==> src/rtl/mem_arbiter_if.sv <==
// Bundle of the fetch port, data port, memory bus and stall for the unified memory arbiter.
interface mem_arbiter_if;
  // Instruction-fetch port
  logic        if_req;
  logic [31:0] if_addr;
  logic        if_ready;
  logic [31:0] if_rdata;
  // MEM-stage data port
  logic        d_req;
  logic        d_wen;
  logic [31:0] d_addr;
  logic [31:0] d_wdata;
  logic        d_ready;
  logic [31:0] d_rdata;
  // Single-port memory
  logic        mem_en;
  logic        mem_wen;
  logic [31:0] mem_addr;
  logic [31:0] mem_wdata;
  logic [31:0] mem_rdata;
  // Pipeline stall
  logic        stall;

  // Pipeline and memory side: drives requests and read data, observes the arbiter
  modport master (
    output if_req, if_addr, d_req, d_wen, d_addr, d_wdata, mem_rdata,
    input  if_ready, if_rdata, d_ready, d_rdata, mem_en, mem_wen, mem_addr, mem_wdata, stall
  );

  // Arbiter side
  modport slave (
    input  if_req, if_addr, d_req, d_wen, d_addr, d_wdata, mem_rdata,
    output if_ready, if_rdata, d_ready, d_rdata, mem_en, mem_wen, mem_addr, mem_wdata, stall
  );
endinterface

==> src/rtl/mem_arbiter.sv <==
// Shares one single-port memory between instruction fetch and the data port.
// One access at a time: IDLE grants, BUSY waits MEM_LATENCY cycles, DONE pulses ready.
// Data has priority; after STARVE_LIMIT data wins over a waiting fetch, fetch goes first.
module mem_arbiter #(
  parameter int unsigned MEM_LATENCY  = 2,
  parameter int unsigned STARVE_LIMIT = 4
) (
  input logic          clk,
  input logic          reset,
  mem_arbiter_if.slave bus
);

  localparam logic [3:0] LatCnt    = 4'(MEM_LATENCY);
  localparam logic [3:0] StarveMax = 4'(STARVE_LIMIT);

  typedef enum logic [1:0] {StIdle, StBusy, StDone} state_e;

  state_e      r_state;
  state_e      w_state_next;
  logic [3:0]  r_cnt;
  logic [3:0]  r_starve;
  logic        r_owner_d;   // 1: data port owns the current access
  logic        r_wen;
  logic [31:0] r_addr;
  logic [31:0] r_wdata;
  logic [31:0] r_if_rdata;
  logic [31:0] r_d_rdata;

  logic        w_any_req;
  logic        w_grant_d;
  logic        w_last;
  logic        w_if_ready;
  logic        w_d_ready;

  // Arbitration decision and end-of-latency detect
  always_comb begin
    w_any_req = bus.if_req | bus.d_req;
    w_grant_d = bus.d_req & (~bus.if_req | (r_starve != StarveMax));
    w_last    = (r_cnt == LatCnt);
  end

  // State register
  always_ff @(posedge clk) begin
    if (reset) begin
      r_state <= StIdle;
    end else begin
      r_state <= w_state_next;
    end
  end

  // Next-state logic
  always_comb begin
    w_state_next = r_state;
    unique case (r_state)
      StIdle: if (w_any_req) w_state_next = StBusy;
      StBusy: if (w_last) w_state_next = StDone;
      StDone: w_state_next = StIdle;
      default: w_state_next = StIdle;
    endcase
  end

  // Access datapath: latch payload at grant, count latency, capture read data
  always_ff @(posedge clk) begin
    if (reset) begin
      r_cnt      <= '0;
      r_starve   <= '0;
      r_owner_d  <= 1'b0;
      r_wen      <= 1'b0;
      r_addr     <= '0;
      r_wdata    <= '0;
      r_if_rdata <= '0;
      r_d_rdata  <= '0;
    end else begin
      unique case (r_state)
        StIdle: begin
          if (w_any_req) begin
            r_cnt     <= 4'd1;
            r_owner_d <= w_grant_d;
            r_wen     <= w_grant_d & bus.d_wen;
            r_addr    <= w_grant_d ? bus.d_addr : bus.if_addr;
            r_wdata   <= w_grant_d ? bus.d_wdata : '0;
            if (w_grant_d) begin
              // Count data wins only while fetch is actually waiting
              if (bus.if_req && (r_starve != StarveMax)) r_starve <= r_starve + 4'd1;
            end else begin
              r_starve <= '0;
            end
          end
        end
        StBusy: begin
          r_cnt <= r_cnt + 4'd1;
          if (w_last && !r_wen) begin
            if (r_owner_d) r_d_rdata <= bus.mem_rdata;
            else           r_if_rdata <= bus.mem_rdata;
          end
        end
        default: ;
      endcase
    end
  end

  // Outputs: strobe only in the first BUSY cycle, ready only in DONE
  always_comb begin
    w_if_ready    = (r_state == StDone) & ~r_owner_d;
    w_d_ready     = (r_state == StDone) & r_owner_d;
    bus.mem_en    = (r_state == StBusy) & (r_cnt == 4'd1);
    bus.mem_wen   = (r_state == StBusy) & (r_cnt == 4'd1) & r_wen;
    bus.mem_addr  = r_addr;
    bus.mem_wdata = r_wdata;
    bus.if_ready  = w_if_ready;
    bus.d_ready   = w_d_ready;
    bus.if_rdata  = r_if_rdata;
    bus.d_rdata   = r_d_rdata;
    bus.stall     = (bus.if_req & ~w_if_ready) | (bus.d_req & ~w_d_ready);
  end

endmodule

==> src/flat_wrapper.sv <==
// flat-port wrapper written by rule: the top's interface ports become plain ports
module mem_arbiter_flat 
#(
  parameter int unsigned MEM_LATENCY  = 2,
  parameter int unsigned STARVE_LIMIT = 4
)
  (clk, reset, bus_if_req, bus_if_addr, bus_d_req, bus_d_wen, bus_d_addr, bus_d_wdata, bus_mem_rdata, bus_if_ready, bus_if_rdata, bus_d_ready, bus_d_rdata, bus_mem_en, bus_mem_wen, bus_mem_addr, bus_mem_wdata, bus_stall);
  mem_arbiter_if bus_i ();
  input logic clk;
  input logic reset;
  input wire logic [$bits(bus_i.if_req)-1:0] bus_if_req;
  input wire logic [$bits(bus_i.if_addr)-1:0] bus_if_addr;
  input wire logic [$bits(bus_i.d_req)-1:0] bus_d_req;
  input wire logic [$bits(bus_i.d_wen)-1:0] bus_d_wen;
  input wire logic [$bits(bus_i.d_addr)-1:0] bus_d_addr;
  input wire logic [$bits(bus_i.d_wdata)-1:0] bus_d_wdata;
  input wire logic [$bits(bus_i.mem_rdata)-1:0] bus_mem_rdata;
  output wire logic [$bits(bus_i.if_ready)-1:0] bus_if_ready;
  output wire logic [$bits(bus_i.if_rdata)-1:0] bus_if_rdata;
  output wire logic [$bits(bus_i.d_ready)-1:0] bus_d_ready;
  output wire logic [$bits(bus_i.d_rdata)-1:0] bus_d_rdata;
  output wire logic [$bits(bus_i.mem_en)-1:0] bus_mem_en;
  output wire logic [$bits(bus_i.mem_wen)-1:0] bus_mem_wen;
  output wire logic [$bits(bus_i.mem_addr)-1:0] bus_mem_addr;
  output wire logic [$bits(bus_i.mem_wdata)-1:0] bus_mem_wdata;
  output wire logic [$bits(bus_i.stall)-1:0] bus_stall;
  assign bus_i.if_req = bus_if_req;
  assign bus_i.if_addr = bus_if_addr;
  assign bus_i.d_req = bus_d_req;
  assign bus_i.d_wen = bus_d_wen;
  assign bus_i.d_addr = bus_d_addr;
  assign bus_i.d_wdata = bus_d_wdata;
  assign bus_i.mem_rdata = bus_mem_rdata;
  assign bus_if_ready = bus_i.if_ready;
  assign bus_if_rdata = bus_i.if_rdata;
  assign bus_d_ready = bus_i.d_ready;
  assign bus_d_rdata = bus_i.d_rdata;
  assign bus_mem_en = bus_i.mem_en;
  assign bus_mem_wen = bus_i.mem_wen;
  assign bus_mem_addr = bus_i.mem_addr;
  assign bus_mem_wdata = bus_i.mem_wdata;
  assign bus_stall = bus_i.stall;
  mem_arbiter #(.MEM_LATENCY(MEM_LATENCY), .STARVE_LIMIT(STARVE_LIMIT)) u_core (.clk(clk), .reset(reset), .bus(bus_i));
endmodule
==> config.mk <==
export PLATFORM = sky130hd
export DESIGN_NAME = mem_arbiter_flat
export DESIGN_NICKNAME = d
export VERILOG_FILES = /design/src/rtl/mem_arbiter_if.sv /design/src/rtl/mem_arbiter.sv /design/src/flat_wrapper.sv
export SDC_FILE = /design/constraint.sdc
export NUM_CORES = 1
export LEC_CHECK = 0
export ABC_AREA = 1
export BUFFER_PORTS_ARGS = -buffer_cell sky130_fd_sc_hd__buf_2
export CELL_PAD_IN_SITES_DETAIL_PLACEMENT = 0
export CELL_PAD_IN_SITES_GLOBAL_PLACEMENT = 1
export CORE_MARGIN = 3
export CORE_UTILIZATION = 30
export CTS_BUF_LIST = sky130_fd_sc_hd__clkbuf_2 sky130_fd_sc_hd__clkbuf_4 sky130_fd_sc_hd__clkbuf_8
export CTS_CLUSTER_SIZE = 12
export DETAILED_ROUTE_END_ITERATION = 16
export GPL_TIMING_DRIVEN = 0
export PLACE_DENSITY_LB_ADDON = 0.2
export RECOVER_POWER = 25
export SETUP_SLACK_MARGIN = 0.5
export SLEW_MARGIN = 20
export SYNTH_ARGS = -nofsm -noshare
export SYNTH_HDL_FRONTEND = slang
export SYNTH_SLANG_ARGS = --single-unit
==> constraint.sdc <==
create_clock -name clk -period 1.75 [get_ports clk]
set_input_delay 0.4375 -clock clk [delete_from_list [all_inputs] [get_ports clk]]
set_output_delay 0.4375 -clock clk [all_outputs]
set_load 0.005 [all_outputs]
==> results by group <==
Status
  • Status: finished, violations left
  • Failing checks: setup timing

Routing
  • Drt drc: 0
  • Vias per cell: 4.69
  • First DRT Iteration DRCs: 199
  • Final antenna-violating net count: 0
  • Drt total wl: 23500 µm
  • Initial DRT Pass Iterations: 6
  • Per-cell routed wire length: 15.8 µm
  • Vias: 6939

Setup path
  • Critical Path Start Type: flip-flop
  • Required @ worst endpoint: 1.31 ns
  • Critical path type: reg -> out
  • CP Max Fanout: 2
  • Setup crit end kind: output port
  • CP arrival: 1.37 ns

Yosys
  • Synth Cell Area: 6200 µm²
  • Post-synth EDFFs: 0
  • Top-count cell post-synth: dfxtp_1
  • Synth async-reset ratio: 0
  • Synth unique cells: 29
  • Cell count after synthesis: 849
  • Primary FF master, synth: dfxtp_1
  • Synth area leaders: dfxtp_1 (45%), nor2_1 (8.2%), nand2_1 (7.4%), nand3_1 (5.9%), a21oi_1 (5.7%)
  • Yosys top cell by area: dfxtp_1
  • Register area share after synthesis: 0.452
  • Yosys warns: 0
  • Top post-synthesis cells by count: dfxtp_1 (140), nor2_1 (136), nand2_1 (122)
  • Flop and latch count out of synthesis: 140
  • Syn_nets: 987
  • Synth Area per Inst: 7.30 µm²
  • Top cell type's share of synthesized area: 0.452

Power and ir drop
  • Static Leak: 4.96 nW
  • Max rail drop VDD: 0.441 mV
  • PD cells: 770 nW/µm²

Clock network
  • CTS root buffer: clkbuf_8
  • CTS tree: built
  • Clk Latency, worst-skew pair: 0.44 ns
  • CTS sink cnt: 140
  • Max Root-Sink Buffers: 2
  • Clock slew at reported path FFs: 0.08 ns
  • Num CTS Buffers: 17
  • H-tree levels: 4
  • Hold_buf cts: 0

Timing
  • Fin crit period: 1.81 ns
  • Final worst path period share: 1.03
  • Final Hold Fails: 0
  • FMAX: 0.552 GHz
  • Clk_skew: 0.0126 ns
  • Worst-Margin Slew: 0.746 ns
  • Slew headroom: 0.503
  • Slew Limit Fails: 0
  • Post-route setup TNS: -0.0924 ns
  • Final worst slack: -0.0606 ns
  • Final setup viols: 2
  • RSZ-0062 raised after global routing: yes

Placed design
  • Count of buffers from port buffering: 263
  • HPWL Detailed: 16500 µm
  • Placed cells: 1377
  • Final GP Congestion: 0.784

Layout
  • Diode count: 0
  • Non-Filler Instances: 1481
  • Layout Nets: 1343
  • Area Overhead vs Synth: 74.9%
  • Ratio of cells with drive above 1 in the final layout: 0.522

Floorplanning
  • Die X: 150 µm
  • Core Rows: 51
  • Die area: 22400 µm²
  • Initial Util: 0.311
  • Die Ht: 150 µm
  • Core Region: 19900 µm²
  • IO Count: 266

Global routing
  • Vias in the first global route: 6718
  • Largest net degree at the start of global routing: 17
  • Global Route Usage Sum: 0.200
  • First-pass GRT wire length: 35600 µm
  • Grt ovf: 0
  • Initial antenna violation count: 5

Job
  • Max Cap Viol: 0

Hold path
  • Worst min-delay path class: in -> reg
-- layer usage --
metal / global-route usage / wire length [µm]
met1: 0.244 / 9760
met2: 0.338 / 11400
met3: 0.0800 / 2170
met4: 0.0380 / 147
met5: 0 / 45
-- kinds of logic (layout without fill, tap and decap cells) --
group | after synthesis | after routing | synth area share
AOI/OAI and AO/OA | 168 | 168 | 0.149
adders and majority gates | 5 | 5 | 0.0101
buffers and inverters | 124 | 490 | 0.0922
DFF | 140 | 140 | 0.452
and+or+nand+nor | 412 | 413 | 0.296
-- power breakdown --
part	internal [mW]	switching, mW
Clock	1.55	1.33
Sequential	3.34	0.103
Combinational	1.03	0.984
Total	5.93	2.42
-- repair_timing --
action,CTS,global route
setup buffers,31,22
cloned,17,4
pin swaps,33,99
setup endpoints to repair,272,272
resized for setup,158,309
-- stage by stage --
stage / util / area (µm²) / worst slack (ns) / total power, mW / hold slack (ns)
floorplan: - / 6450 / 0.404 / 4.15 / 0.444
global placement: 0.407 / 8100 / 0.149 / 4.68 / 0.447
detailed placement: 0.407 / 8100 / 0.132 / 4.68 / 0.455
CTS: 0.486 / 9680 / -0.101 / 8.00 / 0.214
global route: 0.545 / 10800 / -0.171 / 8.77 / 0.221
finish: 0.545 / 10800 / -0.0606 / 8.35 / 0.242
-- state kept, by name, indices dropped and copies added (netlist names) --
name                  cells
u_core.bus.d_rdata       32
u_core.bus.if_rdata      32
u_core.bus.mem_addr      32
u_core.bus.mem_wdata     32
u_core.r_cnt              4
u_core.r_owner_d          1
u_core.r_starve           4
u_core.r_state            2
u_core.r_wen              1
-- cells in the final DEF (no fill, tap or decap), types with 5 or more instances in the layout --
cell	count
buf_2	226
nor2_1	103
dfxtp_1	99
nand2_1	73
buf_6	63
a21oi_1	48
o21ai_0	45
inv_1	41
nand3_1	39
dfxtp_2	36
nor3_1	34
nand3_2	34
nand4_1	33
nand2_4	29
buf_4	26
clkbuf_1	24
a21oi_2	22
nor2_2	22
buf_8	21
nand2_2	21
clkbuf_8	19
nor2_4	17
buf_12	17
a21boi_1	16
buf_16	11
a21boi_0	10
o21ai_1	9
o21ai_2	9
inv_2	6
clkbuf_2	5
a21boi_2	5
dfxtp_4	5
-- worst paths after layout --
path / end / cells after the start / startpoint / slack [ns]
max: bus_mem_wen / 5 / u_core.r_cnt[1] / -0.06
min: u_core.bus.if_rdata[21] / 3 / bus_mem_rdata[21] / 0.24
max reg2reg: u_core.bus.d_rdata[6] / 11 / u_core.r_cnt[0] / 0.06
min reg2reg: u_core.bus.d_rdata[5] / 2 / u_core.bus.d_rdata[5] / 0.46
-- area by class of cell --
type                            instances  area, µm²
Timing Repair Buffer                  336       2660
Sequential cell                       140       2870
Tap cell                              265        332
Inverter                               53        241
Multi-Input combinational cell        586       3670
Buffer                                 71        652
Fill cell                            1952       9060
Clock buffer                           17        234
Clock inverter                         13        191
-- worst max-delay path: stages, from the launching register on --
cell and delay (ns):
dfxtp_4 0.35, inv_2 0.06, ha_4 0.12, inv_2 0.04, nor4_4 0.22, buf_2 0.15
Power figures use the tool's default switching activity.
